[src/rtl/fifo_serializer.sv]
// fifo_serializer: drains a show-ahead FIFO and emits each word LSB first.
// Optional even-parity beat per word when FIFO_SERIALIZER_PARITY_EN is defined.
module fifo_serializer #(
    parameter int DATA_W = 8
) (
    input  logic              clk,
    input  logic              reset,
    input  logic              fifo_empty_i,
    input  logic [DATA_W-1:0] fifo_data_i,
    output logic              fifo_pop_o,
    output logic              ser_valid_o,
    output logic              ser_data_o,
    input  logic              ser_ready_i,
    output logic              ser_last_o,
    output logic              busy_o
);

    localparam int CNT_W = $clog2(DATA_W + 1);
    localparam logic [CNT_W-1:0] LAST_CNT = CNT_W'(DATA_W - 1);

`ifdef FIFO_SERIALIZER_PARITY_EN
    typedef enum logic [1:0] {
        IDLE   = 2'd0,
        SHIFT  = 2'd1,
        PARITY = 2'd2
    } state_t;
`else
    typedef enum logic [1:0] {
        IDLE  = 2'd0,
        SHIFT = 2'd1
    } state_t;
`endif

    state_t            state_q, state_d;
    logic [DATA_W-1:0] shreg_q, shreg_d;
    logic [CNT_W-1:0]  cnt_q, cnt_d;
`ifdef FIFO_SERIALIZER_PARITY_EN
    logic              par_q, par_d;
`endif

    logic              fire;
    logic              final_fire;

    // Beat outputs decoded straight from the held state and shift register.
    always_comb begin
        ser_valid_o = (state_q != IDLE);
        busy_o      = (state_q != IDLE);
        ser_data_o  = 1'b0;
        ser_last_o  = 1'b0;
        if (state_q == SHIFT) begin
            ser_data_o = shreg_q[0];
`ifndef FIFO_SERIALIZER_PARITY_EN
            ser_last_o = (cnt_q == LAST_CNT);
`endif
        end
`ifdef FIFO_SERIALIZER_PARITY_EN
        if (state_q == PARITY) begin
            ser_data_o = par_q;
            ser_last_o = 1'b1;
        end
`endif
    end

    // Pop/reload decision and next-state logic; a final-beat handshake with
    // data waiting reloads in the same cycle so words run back to back.
    always_comb begin
        state_d    = state_q;
        shreg_d    = shreg_q;
        cnt_d      = cnt_q;
`ifdef FIFO_SERIALIZER_PARITY_EN
        par_d      = par_q;
`endif
        fire       = ser_valid_o & ser_ready_i;
        final_fire = fire & ser_last_o;
        fifo_pop_o = !reset && !fifo_empty_i &&
                     ((state_q == IDLE) || final_fire);

        if (fifo_pop_o) begin
            shreg_d = fifo_data_i;
            cnt_d   = '0;
            state_d = SHIFT;
`ifdef FIFO_SERIALIZER_PARITY_EN
            par_d   = ^fifo_data_i;
`endif
        end else begin
            unique case (state_q)
                IDLE: begin
                    state_d = IDLE;
                end
                SHIFT: begin
                    if (fire) begin
                        shreg_d = {1'b0, shreg_q[DATA_W-1:1]};
                        cnt_d   = cnt_q + CNT_W'(1);
                        if (cnt_q == LAST_CNT) begin
`ifdef FIFO_SERIALIZER_PARITY_EN
                            state_d = PARITY;
`else
                            state_d = IDLE;
`endif
                        end
                    end
                end
`ifdef FIFO_SERIALIZER_PARITY_EN
                PARITY: begin
                    if (fire) begin
                        state_d = IDLE;
                    end
                end
`endif
                default: begin
                    state_d = IDLE;
                end
            endcase
        end
    end

    // State, shift register and counter; reset drops any word in flight.
    always_ff @(posedge clk) begin
        if (reset) begin
            state_q <= IDLE;
            shreg_q <= '0;
            cnt_q   <= '0;
`ifdef FIFO_SERIALIZER_PARITY_EN
            par_q   <= 1'b0;
`endif
        end else begin
            state_q <= state_d;
            shreg_q <= shreg_d;
            cnt_q   <= cnt_d;
`ifdef FIFO_SERIALIZER_PARITY_EN
            par_q   <= par_d;
`endif
        end
    end

endmodule

[config.mk]
export PLATFORM = sky130hd
export DESIGN_NAME = fifo_serializer
export DESIGN_NICKNAME = d
export VERILOG_FILES = /design/src/rtl/fifo_serializer.sv
export SDC_FILE = /design/constraint.sdc
export NUM_CORES = 1
export LEC_CHECK = 0
export ABC_AREA = 1
export BUFFER_PORTS_ARGS = -buffer_cell sky130_fd_sc_hd__buf_4
export CORE_MARGIN = 1
export CORE_UTILIZATION = 45
export DETAILED_ROUTE_END_ITERATION = 16
export GPL_ROUTABILITY_DRIVEN = 0
export PLACE_DENSITY = 0.72
export SETUP_SLACK_MARGIN = 0.1
export SLEW_MARGIN = 20
export SYNTH_ARGS = -nofsm -noshare
export SYNTH_HDL_FRONTEND = slang
export SYNTH_SLANG_ARGS = --single-unit
[constraint.sdc]
create_clock -name clk -period 1.4 [get_ports clk]
set_clock_uncertainty 0.2 [all_clocks]
set_input_delay 0.28 -clock clk [delete_from_list [all_inputs] [get_ports clk]]
set_output_delay 0.28 -clock clk [all_outputs]
set_load 0.02 [all_outputs]
==> Word level (Yosys, flattened, before mapping) <==
Index checks and enable logic that the tools add are counted.
{ "totals": {"ff_bits": 13, "input_bits": 12, "output_inout_bits": 5, "elab_cells": 30} }
{ "op_classes": {"add_sub_neg": 1, "eq_ne": 3, "n_mux": 9, "n_bitwise": 2, "reduce_logical": 12} }
{ "op_table": {"columns": ["cell", "n"], "rows": [
  ["8-bit two-way mux", 3],
  ["1-bit two-way mux", 6],
  ["2-bit AND reduction", 3],
  ["4-bit by 1-bit adder with 4-bit output, second input constant", 1],
  ["4-bit by 3-bit == test with 1-bit output, second input constant", 1],
  ["2-bit nonzero test", 2],
  ["3-bit by 2-bit != test with 1-bit output, second input constant", 1],
  ["3-bit != test, second input constant", 1],
  ["1-bit bitwise AND", 2],
  ["1-bit logical AND", 2],
  ["1-bit logical NOT", 2],
  ["2-bit logical NOT", 1],
  ["2-bit OR reduction", 1],
  ["1-bit logical OR", 1]
]} }

==> Longest topological paths before layout <==
{ "depth": {"ltp_word": 7, "depth_mapped": 8, "ltp_nobuf": 7} }

==> Worst setup path after synthesis <==
No wires, ideal clock.
{ "synth_path": {"path_type": "register -> output", "startpoint": "reg cnt_q[1]", "endpoint": "out fifo_pop_o", "arrival_ns": 1.005, "t_required_ns": 0.920, "setup_slack_ns": -0.085, "path_stages_with_launch": 6, "n_path_buf": 0, "path_cell_list": "dfxtp_1 ha_1 nand4_1 nand2_2 nand2_1 inv_1"} }
{ "synth_via": {"elab_chain_len": 5} }
{ "synth_lines": {"columns": ["item", "line_no", "text"], "rows": [
  ["start, declared", "36", "logic [CNT_W-1:0] cnt_q, cnt_d;"],
  ["start signal, assigned", "129", "cnt_q <= cnt_d;"],
  ["4-bit by 3-bit == test with 1-bit output", "53", "ser_last_o = (cnt_q == LAST_CNT);"],
  ["1-bit two-way mux", "50", "if (state_q == SHIFT) begin"],
  ["1-bit bitwise AND", "74", "final_fire = fire & ser_last_o;"],
  ["1-bit logical OR", "76", "((state_q == IDLE) || final_fire);"],
  ["1-bit logical AND", "75", "fifo_pop_o = !reset && !fifo_empty_i &&"],
  ["end, declared", "10", "output logic fifo_pop_o,"]
]} }
Every way passes these cells.

==> Final worst setup path <==
Ends and elaborated chain as after synthesis.

==> results.yml <==
hold_path:
  min_path_cells: 2
  hold_path.class: "primary input to flip-flop"
synth:
  syn_inst: 102
  netlist_area_um2: 694
  yosysWarnings: 0
  ys_seq_area_share_pct: 37.5
  ys_types: 18
  ys_ff_latch: 13
  synth_area_per_cell_um2: 6.81
  synth_nets: 115
final_layout:
  drive_above_1_share_pct: 46.9
  finalInstanceArea_um2: 1060
  nFillCells: 102
  layout.nets: 144
  post-route-util_pct: 77.7
  register_area_um2: 267
  layout_common_cells: "buf_4 (19), nor2_1 (15), inv_1 (12), nand2_1 (10), dfxtp_1 (10)"
  n_antenna_cell: 0
  layout_commonest_cell: "buf_4"
  multi_input_area_um2: 449
  syn2layout_area_growth_pct: 53.0
grt:
  grt_max_degree: 15
  grt_use_total_pct: 23.5
  grt_overflow: 0
  grt_pass1_wl_mm: 2.64
  antenna_found_initial: 0
  grt_pass1_vias: 602
sta:
  fin_crit_ns: 1.66
  timing.fmax_mhz: 601
  setup_violations: 9
  report.final.slew_viol_count: 0
  tightest_slew_ns: 0.281
  fin_tns_setup_ns: -1.20
  holdWs_ns: 0.0203
  fin_ws_ns: -0.263
  fin_crit_sh_pct: 119
  relSlewSlack_pct: 81.2
  rsz0062_at_grt: "yes"
  hold_viol_final: 0
placed_design:
  dpl_cell_area_um2: 881
  port_buffers: 16
  dp_slack_ns: -0.0217
  post-dp-hpwl_mm: 1.05
critical_path:
  max_stage_delay_ns: 0.36
  cp_num_buf_inv: 2
  cp_cell_sequence: "ha_4 -> nand4_1 -> nand2_2 -> nand2_4 -> inv_4 -> buf_6"
  cp_num_cells: 6
  critPathSlowestCell: "dfxtp_2"
  arrival_ns: 1.18
  crit_type: "flip-flop to output pin"
  start_kind: "flip-flop"
  cp_top_family: "flip-flops"
  crit_path_max_fanout: 2
  cp.required_ns: 0.92
  worst_setup_path_end_kind: "output pin"
  r2r_cells: 9
route:
  viasPerCell: 4.95
  wl_mm: 1.64
  wl_met2_um: 789
  highest_layer: "met4"
  wl_per_cell_um: 11.3
  routed-via-count: 718
  met3_wirelength_um: 54
  m1WireLength_um: 790
  dr.pass1.iters: 4
  drc: 0
  postRouteAntennaNets: 0
  drt-initial-drc-count: 8
clock_tree:
  clkSinkCount: 13
  h-tree-depth: 1
  numCtsBuffers: 3
  clockBufferDepth: 2
  clk_root_buffer_cell: "clkbuf_4"
  clk_pin_slew_ns: 0.08
  cts_tree: "yes"
  clk_latency_ns: 0.27
run_status:
  status: "finished with violations"
  violations: "setup timing"
power:
  p_leak_nw: 0.448
  vdd_drop_max_mv: 0.617
  power_density_nw_per_um2: 802
floorplan:
  die_y_um: 41.3
  die_w_um: 41.3
  start_util_pct: 50.8
  ios: 17
  std_cell_rows: 13
  coreArea_um2: 1370
  die_area_um2: 1700
run:
  maxCapViolations: 0
-- kinds of logic after synthesis --
group	Yosys count	share of synthesized area (%)
simple gates	51	31.9
fa+ha+maj	1	1.80
buf+inv	18	14.4
xor+xnor	1	1.26
compound gates	18	13.2
flops	13	37.5
-- cell type report --
class | count | share of cell area (%)
multi-input combinational | 71 | 42.3
sequential | 13 | 25.1
timing repair buffer | 28 | 23.2
inverter | 14 | 5.18
clock buffer | 4 | 2.47
tap | 15 | 1.77
-- power by group --
part,internal [W],total [W],switching [W]
Clock,0.000110,0.000228,0.000118
Combinational,0.000101,0.000217,0.000116
Sequential,0.000393,0.000407,0.0000144
-- synth_stat cells --
cell type	instances	area [um^2]
nor2_1	19	71.3
nand2_1	16	60.1
inv_1	14	52.6
dfxtp_1	13	260
a21oi_1	10	50.1
nand3_1	10	50.1
o21ai_0	7	35.0
nand2_2	2	12.5
nor3_1	2	10.0
a31oi_1	1	6.26
buf_4	1	7.51
buf_6	1	11.3
buf_8	1	15.0
clkbuf_8	1	13.8
ha_1	1	12.5
nand4_1	1	6.26
nor2_4	1	11.3
xor2_1	1	8.76
-- state kept, by name (all words and copies together), names as in the netlist --
register  flops
shreg_q       8
cnt_q         4
state_q       1
-- repair_timing --
action | 4_1_cts | 5_1_grt
hold buffers | 1 | 0
resized for setup | 13 | 17
cloned | 0 | 0
setup buffers | 3 | 2
pin swaps | 8 | 6
endpoints found under the setup margin | 13 | 18
endpoints found under the hold margin | 2 | 0
-- path summary, 6_finish.rpt --
check | startpoint | end | slack, ns
worst max-delay path | cnt_q[1] | fifo_pop_o | -0.26
worst max register to register | cnt_q[1] | shreg_q[6] | -0.11
worst min-delay path | fifo_empty_i | state_q[0] | 0.02
worst min register to register | shreg_q[7] | shreg_q[7] | 0.30
-- per-stage QoR --
stage | cells | total power, W
after floorplan | 102 | 0.000532
after global placement | 136 | 0.000577
after detailed placement | 136 | 0.000582
after CTS | 144 | 0.000828
after global routing | 145 | 0.000902
final | 145 | 0.000852
-- per-layer routing --
metal  track usage, %  up-vias
met5                0        -
met4             4.84        0
met3             4.89        2
li1                 -      379
met1             32.0      322
met2             37.9       15
(Power assumes the default switching activity.)
